<file path="src/rtl/timer_restart_ctrl.sv">
// Timer restart controller: sequences GOJAM restarts, run/stop and
// monitor single-step, advancing only on EVNSET strobes.
module timer_restart_ctrl #(
    parameter int GOJAM_MCT = 4,
    parameter int CNT_W     = 8
) (
    input  logic             SIM_CLK,
    input  logic             RESET_,
    input  logic             EVNSET,
    input  logic             T12,
    input  logic             SBY,
    input  logic             ALGA,
    input  logic             MSTRTP,
    input  logic             STRT1,
    input  logic             STRT2,
    input  logic             GOJ1,
    input  logic             MSTP,
    input  logic             MSTEP,
    output logic             STOP,
    output logic             GOJAM_,
    output logic             STOPA,
    output logic [CNT_W-1:0] RSTCNT
);

    typedef enum logic [1:0] {
        S_GOJAM,
        S_RUN,
        S_HOLD,
        S_STEP
    } state_t;

    localparam logic [3:0]       MCT_LOAD = 4'(GOJAM_MCT - 1);
    localparam logic [3:0]       MCT_ONE  = 4'd1;
    localparam logic [CNT_W-1:0] CNT_MAX  = '1;
    localparam logic [CNT_W-1:0] CNT_ONE  = CNT_W'(1);

    state_t           state_q;
    state_t           state_d;
    logic [3:0]       gcnt_q;
    logic [3:0]       gcnt_d;
    logic [CNT_W-1:0] rstcnt_q;
    logic [CNT_W-1:0] rstcnt_d;
    logic             gopend_q;
    logic             gopend_d;
    logic             steppend_q;
    logic             steppend_d;
    logic             mstep_q;
    logic             goset;
    logic             go_take;
    logic             mstep_rise;
    logic             step_take;
    logic             stop_d;
    logic             gojam_n_d;
    logic             stopa_d;

    assign goset      = SBY | ALGA | MSTRTP | STRT1 | STRT2 | GOJ1;
    // A cause arriving on the strobe itself is taken at once.
    assign go_take    = EVNSET & (gopend_q | goset);
    assign mstep_rise = MSTEP & ~mstep_q;

    always_comb begin
        state_d   = state_q;
        gcnt_d    = gcnt_q;
        rstcnt_d  = rstcnt_q;
        gopend_d  = gopend_q | goset;
        step_take = 1'b0;
        if (EVNSET) begin
            gopend_d = 1'b0;
        end
        if (go_take) begin
            state_d = S_GOJAM;
            gcnt_d  = MCT_LOAD;
            if (rstcnt_q != CNT_MAX) begin
                rstcnt_d = rstcnt_q + CNT_ONE;
            end
        end else if (EVNSET) begin
            unique case (state_q)
                S_GOJAM: begin
                    if (gcnt_q == '0) begin
                        state_d = S_RUN;
                    end else begin
                        gcnt_d = gcnt_q - MCT_ONE;
                    end
                end
                S_RUN: begin
                    if (T12 && MSTP) begin
                        state_d = S_HOLD;
                    end
                end
                S_HOLD: begin
                    if (!MSTP) begin
                        state_d = S_RUN;
                    end else if (steppend_q) begin
                        state_d   = S_STEP;
                        step_take = 1'b1;
                    end
                end
                S_STEP: begin
                    if (T12) begin
                        state_d = MSTP ? S_HOLD : S_RUN;
                    end
                end
            endcase
        end
    end

    // Step requests only live while held; edges elsewhere are dropped.
    always_comb begin
        steppend_d = steppend_q;
        if (state_q != S_HOLD || step_take) begin
            steppend_d = 1'b0;
        end else if (mstep_rise) begin
            steppend_d = 1'b1;
        end
    end

    always_comb begin
        gojam_n_d = (state_d != S_GOJAM);
        stop_d    = (state_d == S_GOJAM) || (state_d == S_HOLD);
        stopa_d   = (state_d == S_HOLD);
    end

    always_ff @(posedge SIM_CLK or negedge RESET_) begin
        if (!RESET_) begin
            state_q    <= S_GOJAM;
            gcnt_q     <= MCT_LOAD;
            rstcnt_q   <= '0;
            gopend_q   <= 1'b0;
            steppend_q <= 1'b0;
            mstep_q    <= 1'b0;
            GOJAM_     <= 1'b0;
            STOP       <= 1'b1;
            STOPA      <= 1'b0;
        end else begin
            state_q    <= state_d;
            gcnt_q     <= gcnt_d;
            rstcnt_q   <= rstcnt_d;
            gopend_q   <= gopend_d;
            steppend_q <= steppend_d;
            mstep_q    <= MSTEP;
            GOJAM_     <= gojam_n_d;
            STOP       <= stop_d;
            STOPA      <= stopa_d;
        end
    end

    assign RSTCNT = rstcnt_q;

endmodule

</file>
<file path="config.mk">
export PLATFORM = sky130hd
export DESIGN_NAME = timer_restart_ctrl
export DESIGN_NICKNAME = d
export VERILOG_FILES = /design/src/rtl/timer_restart_ctrl.sv
export SDC_FILE = /design/constraint.sdc
export NUM_CORES = 1
export LEC_CHECK = 0
export CAP_MARGIN = 0
export CORE_ASPECT_RATIO = 1.25
export CORE_MARGIN = 3
export CORE_UTILIZATION = 40
export DETAILED_ROUTE_END_ITERATION = 10
export PLACE_DENSITY = 0.66
export SLEW_MARGIN = 20
export SYNTH_ARGS = -nofsm -noshare
export SYNTH_HDL_FRONTEND = slang
export SYNTH_SLANG_ARGS = --single-unit
</file>
<file path="constraint.sdc">
create_clock -name SIM_CLK -period 3.2 [get_ports SIM_CLK]
set_input_delay 0.48 -clock SIM_CLK [delete_from_list [all_inputs] [get_ports SIM_CLK]]
set_output_delay 0.48 -clock SIM_CLK [all_outputs]
set_load 0.01 [all_outputs]
</file>
# ---- After elaboration in Yosys (flattened, before gate mapping)
# Index checks and enable logic that the tools add are counted.
dict set report op_classes {
  add_sub_neg 2
  eq_ne 7
  mux 21
  bitwise_logic 9
  n_reduce_logical 12
}
# operator n
set op_table {}
lappend op_table {{2-bit 2-to-1 mux} 8}
lappend op_table {{4-bit 2-to-1 mux} 4}
lappend op_table {{8-bit by 1-bit adder with 8-bit output, second input constant} 1}
lappend op_table {{1-bit 2-to-1 mux} 8}
lappend op_table {{8-bit != test, second input constant} 1}
lappend op_table {{2-bit one-hot mux with 4 select lines} 1}
lappend op_table {{2-bit nonzero test} 4}
lappend op_table {{2-bit equality test, second input constant} 3}
lappend op_table {{1-bit OR} 6}
lappend op_table {{2-bit logical NOT} 2}
lappend op_table {{4-bit logical NOT} 1}
lappend op_table {{2-bit != test, second input constant} 2}
lappend op_table {{4-bit by 1-bit subtractor with 4-bit output, second input constant} 1}
lappend op_table {{3-bit AND reduction} 1}
lappend op_table {{1-bit bitwise AND} 2}
lappend op_table {{2-bit by 1-bit equality test with 1-bit output, second input constant} 1}
lappend op_table {{1-bit logical OR} 2}
lappend op_table {{2-bit AND reduction} 1}
lappend op_table {{1-bit logical AND} 1}
lappend op_table {{1-bit NOT} 1}
dict set report totals {
  register_bits 20
  inputBits 12
  out_inout_bits 11
  word_cells 60
}

# ---- Longest topological paths before layout
dict set report depth {
  depth_word 10
  ltp_mapped 6
  depth_no_buf 6
}

# ---- Least setup slack after synthesis
# Ideal clock, no wire load.
dict set report synth_timing {
  path_type {flip-flop to flip-flop}
  from {register gcnt_q[0]}
  to {register gcnt_q[2]}
  setup_ps 124
  arrival_time_ps 1552
  t_required_ps 3076
  path_slack_ps 1524
  path_stages_with_launch 7
  n_path_buf 0
  period_less_slack_ps 1676
  path_cell_list {dfstp_2 inv_1 ha_1 nor3b_1 nor4_4 a21oi_1 a211o_1}
}
dict set report synth_via {
  elab_chain_len 5
  word_cells_on_any_way 8
  classes_between {add/sub (1); eq/ne (1); mux (4); reduce/logical (2)}
}
# item line
set synth_lines {}
lappend synth_lines {{start: declaration} 39} ;# logic [3:0] gcnt_q;
lappend synth_lines {{start signal: assignment} 136} ;# gcnt_q <= gcnt_d;
lappend synth_lines {{4-bit by 1-bit subtractor with 4-bit output} 82} ;# gcnt_d = gcnt_q - MCT_ONE;
lappend synth_lines {{4-bit 2-to-1 mux} 79} ;# if (gcnt_q == '0) begin
lappend synth_lines {{4-bit 2-to-1 mux} 77} ;# unique case (state_q)
lappend synth_lines {{4-bit 2-to-1 mux} 76} ;# end else if (EVNSET) begin
lappend synth_lines {{4-bit 2-to-1 mux} 70} ;# if (go_take) begin
# Several ways; a longest one is shown, not always the timed one. The select of a mux whose other input is x is not followed.
# A chain may end at the register's enable or synchronous reset.

# ---- Worst setup path after layout
dict set report layout_timing {
  from {register STOP}
  to {output STOP}
}
# item line
set layout_rtl {}
lappend layout_rtl {{start: declaration} 19} ;# output logic STOP,
lappend layout_rtl {{start signal: assignment} 142} ;# STOP <= stop_d;
# No word-level cell between the ends.

==> impl_metrics.json <==
{
  "fp.dieW_um": 50.5,
  "finalSetupViolCount": 0,
  "yosysSeqAreaShare_pct": 50.9,
  "grt_pass1_wl_mm": 3.50,
  "die_h_um": 61.7,
  "slew_headroom_pct": 40.0,
  "finalClockSkew_ns": 0.0146,
  "dieArea_um2": 3110,
  "postCtsSetupRepairBufs": 0,
  "wl_per_cell_um": 14.0,
  "syn-num-nets": 101,
  "clock_sinks": 20,
  "cts_buffers": 3,
  "grt_usage_pct": 15.0,
  "setup.worst_path.start_class": "flop",
  "mostFrequentLayoutCells": "22 x clkdlybuf4s50_1, 17 x dfrtp_1, 6 x a21oi_1",
  "p_seq_share_pct": 44.8,
  "setup_tns_ns": 0,
  "nNetsFinal": 128,
  "synth-edff-count": 0,
  "cp-end-kind": "output port",
  "wirelength_mm": 2.00,
  "core_um2": 2280,
  "max_stage_delay_ns": 0.54,
  "pin_count": 23,
  "path_clk_slew_ns": 0.13,
  "critPathKind": "reg2out",
  "sw_frac_of_total_pct": 29.3,
  "numPortBuffers": 22,
  "rows": 19,
  "clkPwrFrac_pct": 25.8,
  "gp_congestion": 0.831,
  "rsz0062_at_grt": "no",
  "multiInputGateArea_um2": 472,
  "clkLatencyLatePin_ns": 0.30,
  "cts_resized": 0,
  "p_per_area_nw_per_um2": 614,
  "cts_tree": "built",
  "clock_tree.buffer_depth": 2,
  "drive_above_1_share_pct": 13.4,
  "final_core_util_pct": 57.1,
  "max_cap_violations": 0,
  "irDropWorstVdd_mv": 0.380,
  "drtIter0Drc": 22,
  "first_pass_iters": 4,
  "min_period_ns": 1.84,
  "start_util_pct": 43.4,
  "hp-class": "reg2reg",
  "synthArstFlopShare_pct": 100,
  "intPower_uw": 566,
  "layout_commonest_cell": "clkdlybuf4s50_1",
  "synthFlopType": "dfrtp_1",
  "path_cells": "clkdlybuf4s50_1",
  "crit_family": "flip-flops",
  "grt_overflow": 0,
  "combPwrFrac_pct": 29.4,
  "vias": 780,
  "tightest_slew_ns": 0.897,
  "area_growth_pct": 31.4,
  "power_leakage_uw": 0.000552,
  "vias_per_cell": 5.45,
  "cp.arrival_ns": 1.36,
  "fmax_ghz": 0.543,
  "finalHoldViolCount": 0,
  "antenna_found_initial": 0,
  "fill_cells": 211,
  "critPathSlowestCell": "dfstp_2",
  "status": "finished, final reports clean",
  "grt_pass1_vias": 799,
  "ant_nets": 0,
  "drc": 0,
  "hold_buffers": 0,
  "dp_hpwl_mm": 1.53,
  "netlist_area_um2": 991,
  "period_share_pct": 57.5,
  "n_antenna_cell": 0,
  "avgSynthCellArea_um2": 11.5,
  "seq_area_um2": 504,
  "synth-seq-cells": 20,
  "yosys.cell_types.count": 33,
  "htreeDepth": 1,
  "switchingPower_uw": 234,
  "final_max_slew_viol_count": 0,
  "grt_max_degree": 21,
  "syn_inst": 86,
  "critPathMaxFanout": 1,
  "worstPathRequired_ns": 2.72,
  "ys_warn_count": 0,
  "cts_root_buffer": "clkbuf_4",
  "cp_num_buf_inv": 1
}
-- power by group through the flow --
stage | logic, uW | clock network (uW) | registers, uW
2_1_floorplan | 90.8 | 0 | 374
3_3_place_gp | 235 | 0 | 361
3_5_place_dp | 238 | 0 | 361
4_1_cts | 239 | 211 | 359
5_1_grt | 260 | 220 | 371
6_report | 235 | 206 | 358
-- through the flow --
| step | cells | instance area, um2 | power [uW] | hold slack (ns) | setup slack [ns] |
|---|---|---|---|---|---|
| finish | 143 | 1300 | 800 | 0.524 | 1.36 |
| floorplan | 86 | 991 | 465 | 0.184 | 1.52 |
| CTS | 143 | 1300 | 809 | 0.535 | 1.34 |
| global placement | 139 | 1250 | 595 | 0.516 | 1.07 |
| global route | 143 | 1300 | 851 | 0.558 | 1.22 |
| detailed placement | 139 | 1250 | 599 | 0.516 | 1.04 |
-- routing by layer --
layer  routed length (um)  up-vias  part of all wire [%]  GRT usage, %
li1                     -      369                     -             -
met1                  850      392                    42          17.8
met2                 1040       17                    52          26.1
met3                   90        2                   4.5          3.15
met4                   20        0                   1.0          7.69
met5                    0        -                     0             0
-- state kept, by name, summed over array words and instances, names as in the netlist --
signal and count:
RSTCNT 8, STOP 1, GOJAM_ 1, state_q 2
steppend_q 1, STOPA 1, gopend_q 1, mstep_q 1
gcnt_q 4
-- cells by family (layout without fill, tap and decap cells) --
kind of cell | after synthesis | after routing | synth area share (%)
compound gates | 17 | 17 | 12.6
xor+xnor | 5 | 5 | 4.42
fa+ha+maj | 3 | 3 | 3.79
buf+inv | 4 | 30 | 1.51
flops | 20 | 20 | 50.9
mux | 2 | 2 | 2.27
simple gates | 35 | 35 | 24.5
-- area by class of cell --
class / instances / share of cell area (%)
Sequential cell: 20 / 38.7
Multi-Input combinational cell: 62 / 36.2
Timing Repair Buffer: 22 / 16.9
Tap cell: 31 / 2.98
Clock inverter: 1 / 2.31
Clock buffer: 3 / 1.73
Inverter: 4 / 1.15
-- worst paths after layout --
| kind | startpoint | to | slack [ns] | cells after the start |
|---|---|---|---|---|
| setup / recovery | STOP | STOP | 1.36 | 1 |
| hold / removal | gcnt_q[3] | gcnt_q[3] | 0.52 | 1 |
| setup reg to reg | gcnt_q[0] | gcnt_q[2] | 1.39 | 6 |
| max in group asynchronous | RESET_ | RSTCNT[3] | 1.97 | 1 |
| min in group asynchronous | RESET_ | gopend_q | 0.66 | 1 |
| hold reg to reg | gcnt_q[3] | gcnt_q[3] | 0.52 | 1 |
-- synth_stat cells (3+ instances only) --
master	instances	area, um2
a21oi_1	6	30.0
a31oi_1	3	18.8
and2_1	4	25.0
dfrtp_1	17	425
dfstp_2	3	78.8
ha_1	3	37.5
inv_1	3	11.3
nand3_1	4	20.0
nand4_1	4	25.0
nor2_1	3	11.3
nor2b_1	3	18.8
nor3_1	4	20.0
xor2_1	4	35.0
Power figures use the tool's default switching activity.
